## config.mk

```make
export PLATFORM = sky130hd
export DESIGN_NAME = dcache_assoc
export DESIGN_NICKNAME = d
export VERILOG_FILES = /design/src/rtl/dcache_pkg.sv /design/src/rtl/dcache_victim_sel.sv /design/src/rtl/dcache_assoc.sv
export SDC_FILE = /design/constraint.sdc
export NUM_CORES = 2
export LEC_CHECK = 0
export CAP_MARGIN = 20
export CORE_AREA = 2 2 381 383
export CTS_BUF_LIST = sky130_fd_sc_hd__clkbuf_2
export DETAILED_ROUTE_END_ITERATION = 16
export DIE_AREA = 0 0 383 385
export DONT_BUFFER_PORTS = 1
export PLACE_DENSITY = 0.71
export REMOVE_ABC_BUFFERS = 1
export SYNTH_ARGS = -nofsm -noshare
export SYNTH_HDL_FRONTEND = slang
export SYNTH_SLANG_ARGS = --single-unit
export TNS_END_PERCENT = 100
```

## constraint.sdc

```tcl
create_clock -name clk -period 29.5 [get_ports clk]
set_clock_uncertainty 0.2 [all_clocks]
set_input_delay 5.9 -clock clk [delete_from_list [all_inputs] [get_ports clk]]
set_output_delay 5.9 -clock clk [all_outputs]
set_load 0.005 [all_outputs]
```

## src/rtl/dcache_pkg.sv

```systemverilog
// dcache_pkg: FSM state, width helpers and byte merge
// shared by the set-associative data cache.
package dcache_pkg;

  typedef enum logic {
    IDLE      = 1'b0,
    MISS_WAIT = 1'b1
  } state_e;

  function automatic int off_w(input int wpl);
    return $clog2(wpl) + 2;
  endfunction

  function automatic int idx_w(input int sets);
    return $clog2(sets);
  endfunction

  function automatic int tag_w(input int sets,
                               input int wpl);
    return 32 - off_w(wpl) - idx_w(sets);
  endfunction

  function automatic int cnt_w(input int lat);
    return (lat > 1) ? $clog2(lat) : 1;
  endfunction

  function automatic int way_w(input int ways);
    return (ways > 1) ? $clog2(ways) : 1;
  endfunction

  function automatic logic [31:0] merge_word(
    input logic [31:0] old_w,
    input logic [31:0] new_w,
    input logic [3:0]  be
  );
    logic [31:0] r;
    for (int b = 0; b < 4; b++)
      r[8*b +: 8] = be[b] ? new_w[8*b +: 8]
                          : old_w[8*b +: 8];
    return r;
  endfunction

endpackage

```

## src/rtl/dcache_victim_sel.sv

```systemverilog
// dcache_victim_sel: invalid-first victim choice
// backed by a per-set round-robin pointer.
module dcache_victim_sel
  import dcache_pkg::*;
#(
  parameter int NUM_SETS = 4,
  parameter int NUM_WAYS = 2,
  localparam int IW = idx_w(NUM_SETS),
  localparam int WW = way_w(NUM_WAYS)
) (
  input  logic                clk,
  input  logic                reset,
  input  logic [NUM_WAYS-1:0] valid_i,
  input  logic [IW-1:0]       idx_i,
  input  logic                install_i,
  output logic [WW-1:0]       way_o
);

  logic [WW-1:0] ptr_q [NUM_SETS];
  logic [WW-1:0] nxt;
  logic          found;

  // lowest invalid way wins, else the set's pointer
  always_comb begin
    way_o = ptr_q[idx_i];
    found = 1'b0;
    for (int w = 0; w < NUM_WAYS; w++) begin
      if (!found && !valid_i[w]) begin
        way_o = WW'(w);
        found = 1'b1;
      end
    end
    nxt = (int'(way_o) + 1 >= NUM_WAYS) ? '0
        : way_o + WW'(1);
  end

  // pointer moves past the way just filled
  always_ff @(posedge clk or posedge reset) begin
    if (reset) begin
      for (int s = 0; s < NUM_SETS; s++)
        ptr_q[s] <= '0;
    end else if (install_i) begin
      ptr_q[idx_i] <= nxt;
    end
  end

endmodule

```

## src/rtl/dcache_assoc.sv

```systemverilog
// dcache_assoc: N-way write-through no-allocate D-cache.
// Optional perf counters under DCACHE_PERF_CNT_EN.
module dcache_assoc
  import dcache_pkg::*;
#(
  parameter int NUM_SETS       = 4,
  parameter int NUM_WAYS       = 2,
  parameter int WORDS_PER_LINE = 4,
  parameter int LAT_GO         = 5,
  parameter int LAT_RET        = 5
) (
  input  logic        clk,
  input  logic        reset,
  input  logic        cpu_read_en,
  input  logic        cpu_write_en,
  input  logic [31:0] cpu_addr,
  input  logic [31:0] cpu_wdata,
  input  logic [3:0]  cpu_byte_en,
  output logic [31:0] cpu_rdata,
  output logic        cpu_stall,
  output logic        sb_enq_valid,
  output logic [31:0] sb_enq_addr,
  output logic [31:0] sb_enq_data,
  output logic [3:0]  sb_enq_byte_en,
  input  logic        sb_drain_valid,
  input  logic [31:0] sb_drain_addr,
  input  logic [31:0] sb_drain_data,
  input  logic [3:0]  sb_drain_byte_en,
  output logic        sb_drain_ack,
  output logic        mem_read_en,
  output logic        mem_write_en,
  output logic [31:0] mem_addr,
  output logic [31:0] mem_wdata,
  output logic [3:0]  mem_byte_en,
  input  logic [31:0] mem_rdata
`ifdef DCACHE_PERF_CNT_EN
  ,
  output logic [31:0] perf_hits,
  output logic [31:0] perf_misses
`endif
);

  localparam int OFF      = off_w(WORDS_PER_LINE);
  localparam int IDX      = idx_w(NUM_SETS);
  localparam int TAG_W    = tag_w(NUM_SETS, WORDS_PER_LINE);
  localparam int MISS_LAT = LAT_GO + LAT_RET;
  localparam int CNT_W    = cnt_w(MISS_LAT);
  localparam int WW       = way_w(NUM_WAYS);
  localparam int WOB      = OFF - 2;

  state_e              state_q;
  logic [CNT_W-1:0]    cnt_q;
  logic [31:0]         addr_q, wdata_q;
  logic [3:0]          be_q;
  logic                st_q, sh_q;
  logic [31:0]         rf_q [WORDS_PER_LINE];
  logic [NUM_WAYS-1:0] valid_q [NUM_SETS];
  logic [TAG_W-1:0]    tag_q [NUM_SETS][NUM_WAYS];
  logic [31:0]         data_q [NUM_SETS][NUM_WAYS][WORDS_PER_LINE];

  logic [IDX-1:0]   c_idx, d_idx, m_idx;
  logic [TAG_W-1:0] c_tag, d_tag, m_tag;
  logic [WOB-1:0]   c_wrd, d_wrd, rf_k;
  logic [WW-1:0]    c_way, d_way, vic_way;
  logic             c_hit, d_hit;
  logic             idle, st_req, ld_miss, st_miss;
  logic             last, rf_act, wr_fin, install;
  logic [31:0]      line_d [WORDS_PER_LINE];

  assign c_idx = cpu_addr[OFF +: IDX];
  assign c_tag = cpu_addr[31 -: TAG_W];
  assign c_wrd = cpu_addr[2 +: WOB];
  assign d_idx = sb_drain_addr[OFF +: IDX];
  assign d_tag = sb_drain_addr[31 -: TAG_W];
  assign d_wrd = sb_drain_addr[2 +: WOB];
  assign m_idx = addr_q[OFF +: IDX];
  assign m_tag = addr_q[31 -: TAG_W];

  assign idle    = (state_q == IDLE);
  assign st_req  = cpu_write_en && !cpu_read_en;
  assign ld_miss = idle && cpu_read_en && !c_hit;
  assign st_miss = idle && st_req && !c_hit;
  assign last    = (int'(cnt_q) == MISS_LAT - 1);
  assign rf_k    = WOB'(int'(cnt_q) - LAT_GO);
  assign rf_act  = !idle && !st_q
                && int'(cnt_q) >= LAT_GO
                && int'(cnt_q) < LAT_GO + WORDS_PER_LINE;
  assign wr_fin  = !idle && st_q && last;
  assign install = !idle && !st_q && last;

  // tag lookup for the cpu port and the drain port
  always_comb begin
    c_hit = 1'b0;
    c_way = '0;
    d_hit = 1'b0;
    d_way = '0;
    for (int w = 0; w < NUM_WAYS; w++) begin
      if (valid_q[c_idx][w] && tag_q[c_idx][w] == c_tag) begin
        c_hit = 1'b1;
        c_way = WW'(w);
      end
      if (valid_q[d_idx][w] && tag_q[d_idx][w] == d_tag) begin
        d_hit = 1'b1;
        d_way = WW'(w);
      end
    end
  end

  // refill line with the word arriving this cycle folded in
  always_comb begin
    for (int k = 0; k < WORDS_PER_LINE; k++)
      line_d[k] = (rf_act && rf_k == WOB'(k)) ? mem_rdata
                                               : rf_q[k];
  end

  dcache_victim_sel #(
    .NUM_SETS (NUM_SETS),
    .NUM_WAYS (NUM_WAYS)
  ) u_vic (
    .clk       (clk),
    .reset     (reset),
    .valid_i   (valid_q[m_idx]),
    .idx_i     (m_idx),
    .install_i (install),
    .way_o     (vic_way)
  );

  // cpu, store-buffer and memory outputs, all low in reset
  always_comb begin
    cpu_rdata      = '0;
    cpu_stall      = 1'b0;
    sb_enq_valid   = 1'b0;
    sb_enq_addr    = '0;
    sb_enq_data    = '0;
    sb_enq_byte_en = '0;
    sb_drain_ack   = 1'b0;
    mem_read_en    = 1'b0;
    mem_write_en   = 1'b0;
    mem_addr       = '0;
    mem_wdata      = '0;
    mem_byte_en    = '0;
    if (!reset) begin
      if (cpu_read_en && c_hit)
        cpu_rdata = data_q[c_idx][c_way][c_wrd];
      cpu_stall = ld_miss || st_miss || (!idle && !wr_fin);
      sb_enq_valid   = st_req && c_hit && !sh_q;
      sb_enq_addr    = cpu_addr;
      sb_enq_data    = cpu_wdata;
      sb_enq_byte_en = cpu_byte_en;
      sb_drain_ack   = sb_drain_valid && idle;
      unique case (1'b1)
        rf_act: begin
          mem_read_en = 1'b1;
          mem_addr    = {addr_q[31:OFF], rf_k, 2'b00};
          mem_byte_en = 4'hF;
        end
        wr_fin: begin
          mem_write_en = 1'b1;
          mem_addr     = addr_q;
          mem_wdata    = wdata_q;
          mem_byte_en  = be_q;
        end
        sb_drain_ack: begin
          mem_write_en = 1'b1;
          mem_addr     = sb_drain_addr;
          mem_wdata    = sb_drain_data;
          mem_byte_en  = sb_drain_byte_en;
        end
        default: ;
      endcase
    end
  end

  // miss FSM, refill capture and valid bits
  always_ff @(posedge clk or posedge reset) begin
    if (reset) begin
      state_q <= IDLE;
      cnt_q   <= '0;
      addr_q  <= '0;
      wdata_q <= '0;
      be_q    <= '0;
      st_q    <= 1'b0;
      sh_q    <= 1'b0;
      for (int k = 0; k < WORDS_PER_LINE; k++)
        rf_q[k] <= '0;
      for (int s = 0; s < NUM_SETS; s++)
        valid_q[s] <= '0;
    end else begin
      sh_q <= st_req && c_hit;
      unique case (state_q)
        IDLE: begin
          if (ld_miss || st_miss) begin
            state_q <= MISS_WAIT;
            cnt_q   <= '0;
            addr_q  <= cpu_addr;
            wdata_q <= cpu_wdata;
            be_q    <= cpu_byte_en;
            st_q    <= st_miss;
          end
        end
        MISS_WAIT: begin
          cnt_q <= cnt_q + CNT_W'(1);
          if (rf_act)
            rf_q[rf_k] <= mem_rdata;
          if (last) begin
            state_q <= IDLE;
            cnt_q   <= '0;
          end
          if (install)
            valid_q[m_idx][vic_way] <= 1'b1;
        end
        default: state_q <= IDLE;
      endcase
    end
  end

  // line install on refill, byte merge on drain hit
  always_ff @(posedge clk) begin
    if (install) begin
      tag_q[m_idx][vic_way] <= m_tag;
      for (int k = 0; k < WORDS_PER_LINE; k++)
        data_q[m_idx][vic_way][k] <= line_d[k];
    end
    if (sb_drain_ack && d_hit)
      data_q[d_idx][d_way][d_wrd] <= merge_word(
        data_q[d_idx][d_way][d_wrd],
        sb_drain_data, sb_drain_byte_en);
  end

`ifdef DCACHE_PERF_CNT_EN
  logic [31:0] hits_q, misses_q;

  // free-running hit and miss event counters
  always_ff @(posedge clk or posedge reset) begin
    if (reset) begin
      hits_q   <= '0;
      misses_q <= '0;
    end else begin
      if (idle && ((cpu_read_en && c_hit) || sb_enq_valid))
        hits_q <= hits_q + 32'd1;
      if (ld_miss || st_miss)
        misses_q <= misses_q + 32'd1;
    end
  end

  assign perf_hits   = hits_q;
  assign perf_misses = misses_q;
`endif

endmodule

```

==> impl_metrics.tcl <==
set metrics [dict create \
    crit_arrival_ns 11.51 \
    cp.required_ns 23.40 \
    grt-busiest-layer "met2" \
    layout-drive-gt1-share_pct 32.6 \
    num_io_pins 346 \
    p_comb_share_pct 19.9 \
    critical_path_buf_inv_count 2 \
    rsz0062_at_grt "false" \
    crit_top_cell "buf_4" \
    dieArea_um2 147000 \
    tightest_slew_ns 1.68 \
    grt-ovfl-total 0 \
    synth.ff_latch_count 1447 \
    fin_crit_sh_pct 59.7 \
    reg2reg_depth 10 \
    maxCapViolCount 0 \
    hpwl_um 124000 \
    total_leakage_power_uw 0.0277 \
    synthXorXnorAreaFrac_pct 1.25 \
    powerDensity_nw_per_um2 68.7 \
    synth_compound_area_share_pct 5.76 \
    drt-pass1-iter-count 6 \
    syn_area_um2 71400 \
    cts_resized 0 \
    violations "max-slew violations" \
    grt.met2_usage_pct 47.0 \
    insertion_delay_ns 1.75 \
    clockPowerShare_pct 26.9 \
    cts_buffer_depth 4 \
    synthFlopType "edfxtp_1" \
    dp_slack_ns 12.58 \
    grt_use_total_pct 30.3 \
    synth_seq_area_share_pct 59.4 \
    switching_share_pct 30.5 \
    grtUsageMet3_pct 8.98 \
    ant_nets 0 \
    drc 0 \
    seqPwrFrac_pct 53.2 \
    postCtsHoldBufs 0 \
    clockRootBuffer "clkbuf_2" \
    synthSimpleGateAreaFrac_pct 5.11 \
    start_util_pct 49.9 \
    synth_edf_count 1232 \
    grt_max_degree 332 \
    final.setup.tns_ns 0 \
    post-cts-setup-buffer-count 0 \
    path_max_fanout 315 \
    nets 4665 \
    synth_fa_ha_area_share_pct 0.105 \
    cts_htree_levels 5 \
    max_freq_mhz 56.8 \
    path_cells "mux4_2 -> xnor2_1 -> o221ai_1 -> a2111o_1 -> nand4bb_4 -> buf_4 -> nand2_1 -> nand3_2 -> buf_4 -> a31oi_1 -> and3_1" \
    grt_pass1_vias 45000 \
    avgViaCountPerCell 6.69 \
    synthDistinctLibCells 72 \
    cts_tree "built" \
    fp-row-count 139 \
    async_flop_share_pct 14.9 \
    vias 44800 \
    antenna_found_initial 11 \
    setup_ws_ns 11.89 \
    synthMuxAreaShare_pct 25.7 \
    area_growth_pct 7.66 \
    syn_area_per_cell_um2 16.4 \
    grt_pass1_wl_um 316000 \
    fin_crit_ns 17.61 \
    die_w_um 383 \
    crit_cells 11 \
    dieHeight_um 385 \
    coreArea_um2 143000 \
    end_kind "primary output" \
    drtIter0Drc 5759 \
    layout_commonest_cell "edfxtp_1" \
    startpoint_type "primary input" \
    outcome "complete, but fails checks" \
    wl_um 223000 \
    switchingPower_uw 1610 \
    hold_violations 0 \
    ys_warn_count 0 \
    clock_sinks 1447 \
    grtUsageMet1_pct 40.7 \
    peakVddDrop_v 0.0000506 \
    path_delay_family "simple AND/OR/NAND/NOR gates" \
    fill_cells 11500 \
    slowest_delay_ns 0.98 \
    clk_pin_slew_ns 0.11 \
    synth_top_family_by_area "multiplexers" \
    crit_slowest_cell "nand4bb_4" \
    hp-class "reg -> reg" \
    relSlewSlack_pct -12.0 \
    layout_common_cells "1232 x edfxtp_1, 619 x mux4_2, 578 x clkbuf_2" \
    critPathKind "in -> out" \
    holdPathStages 1 \
    wl_per_cell_um 33.3 \
    syn_inst 4346 \
    drv_slew 78 \
    gp_congestion 0.824 \
    p_int_uw 3670 \
    io_buffer_count 0 \
    cts_buffers 384 \
    setup-violations-final 0 \
]
## path summary, 6_finish.rpt
kind,start,endpoint,slack (ns)
worst max-delay path,cpu_addr[4],cpu_rdata[11],11.89
worst min-delay path,u_vic.ptr_q[1]$_DFFE_PP0P_,u_vic.ptr_q[1]$_DFFE_PP0P_,0.29
worst max register to register,state_q$_DFF_PP0_,data_q[3][7]$_DFFE_PP_,22.36
worst min register to register,u_vic.ptr_q[1]$_DFFE_PP0P_,u_vic.ptr_q[1]$_DFFE_PP0P_,0.29
max in group asynchronous,reset,wdata_q[7]$_DFFE_PP0P_,23.63
min in group asynchronous,reset,rf_q[89]$_DFFE_PP0P_,3.98
## registers in the layout, summed over array words and instances (netlist names)
signal,cells
addr_q,32
data_q,1024
be_q,4
u_vic.ptr_q,4
tag_q,208
state_q,1
sh_q,1
wdata_q,32
cnt_q,4
st_q,1
valid_q,8
rf_q,128
## kinds of logic (layout without fill, tap and decap cells)
kind of cell             after synthesis  count (layout)
multiplexers                        1038            1038
AND/OR/NAND/NOR                      749             749
flip-flops                          1447            1447
XOR/XNOR                             102             102
other                                  0               5
buffers and inverters                435             877
adder cells (fa/ha/maj)                6               6
AO/OA/AOI/OAI                        569             569
## worst register-to-register path, delay by kind of cell (launching register included)
| family | cells | cell delay, ns |
|---|---|---|
| simple gates | 5 | 3.43 |
| compound gates | 3 | 1.23 |
| buf+inv | 2 | 1.23 |
| flops | 1 | 0.56 |
## power by group through the flow
stage | Clock, uW | Sequential (uW) | Combinational, uW
after floorplan | 0 | 2810 | 742
after global placement | 0 | 2840 | 996
after detailed placement | 0 | 2850 | 1030
after CTS | 1440 | 2810 | 1040
after global routing | 1540 | 2830 | 1150
final | 1420 | 2810 | 1050
## cells in the mapped netlist (all sizes together), types with 39 or more instances
cell type  instances  area, um2
nand3             39        200
o21ai            151        797
xnor2             80        701
a21oi             46        230
nand2b            59        369
nand2            272       1020
inv              115        432
mux2             175       1970
o211ai            79        643
buf              148        823
edfxtp          1232      37000
mux2i            244       2440
clkbuf           171        642
mux4             619      13900
dfrtp            215       5380
nor2b             73        457
nor2             136        510
a31oi             40        256
a21o             102        766
## per-stage QoR
step / util [%] / hold slack (ns) / total power (uW) / cells / area, um2
2_1_floorplan: - / 0.244 / 3550 / 4027 / 69900
3_3_place_gp: 51.2 / 0.264 / 3840 / 5999 / 73200
3_5_place_dp: 51.2 / 0.262 / 3880 / 6000 / 73200
4_1_cts: 53.6 / 0.292 / 5280 / 6688 / 76700
5_1_grt: 53.7 / 0.304 / 5520 / 6695 / 76800
6_report: 53.7 / 0.292 / 5280 / 6696 / 76800
## routing by layer
metal	vias to the layer above	part of all wire, %	wire (um)
met4	12	3.7	8190
met2	2994	47	104000
met5	-	0.039	87
met1	23200	37	82500
met3	521	13	28500
li1	18100	-	-
## layout make-up
type / instances / area (um2) / share of cell area [%]
antenna: 5 / 12.5 / 0.0163
timing repair buffer: 73 / 613 / 0.798
inverter: 116 / 443 / 0.577
clock buffer: 578 / 2890 / 3.77
multi-input combinational: 2464 / 27500 / 35.8
clock inverter: 110 / 608 / 0.792
tap: 1903 / 2380 / 3.10
sequential: 1447 / 42400 / 55.2
Power figures use the tool's default switching activity.
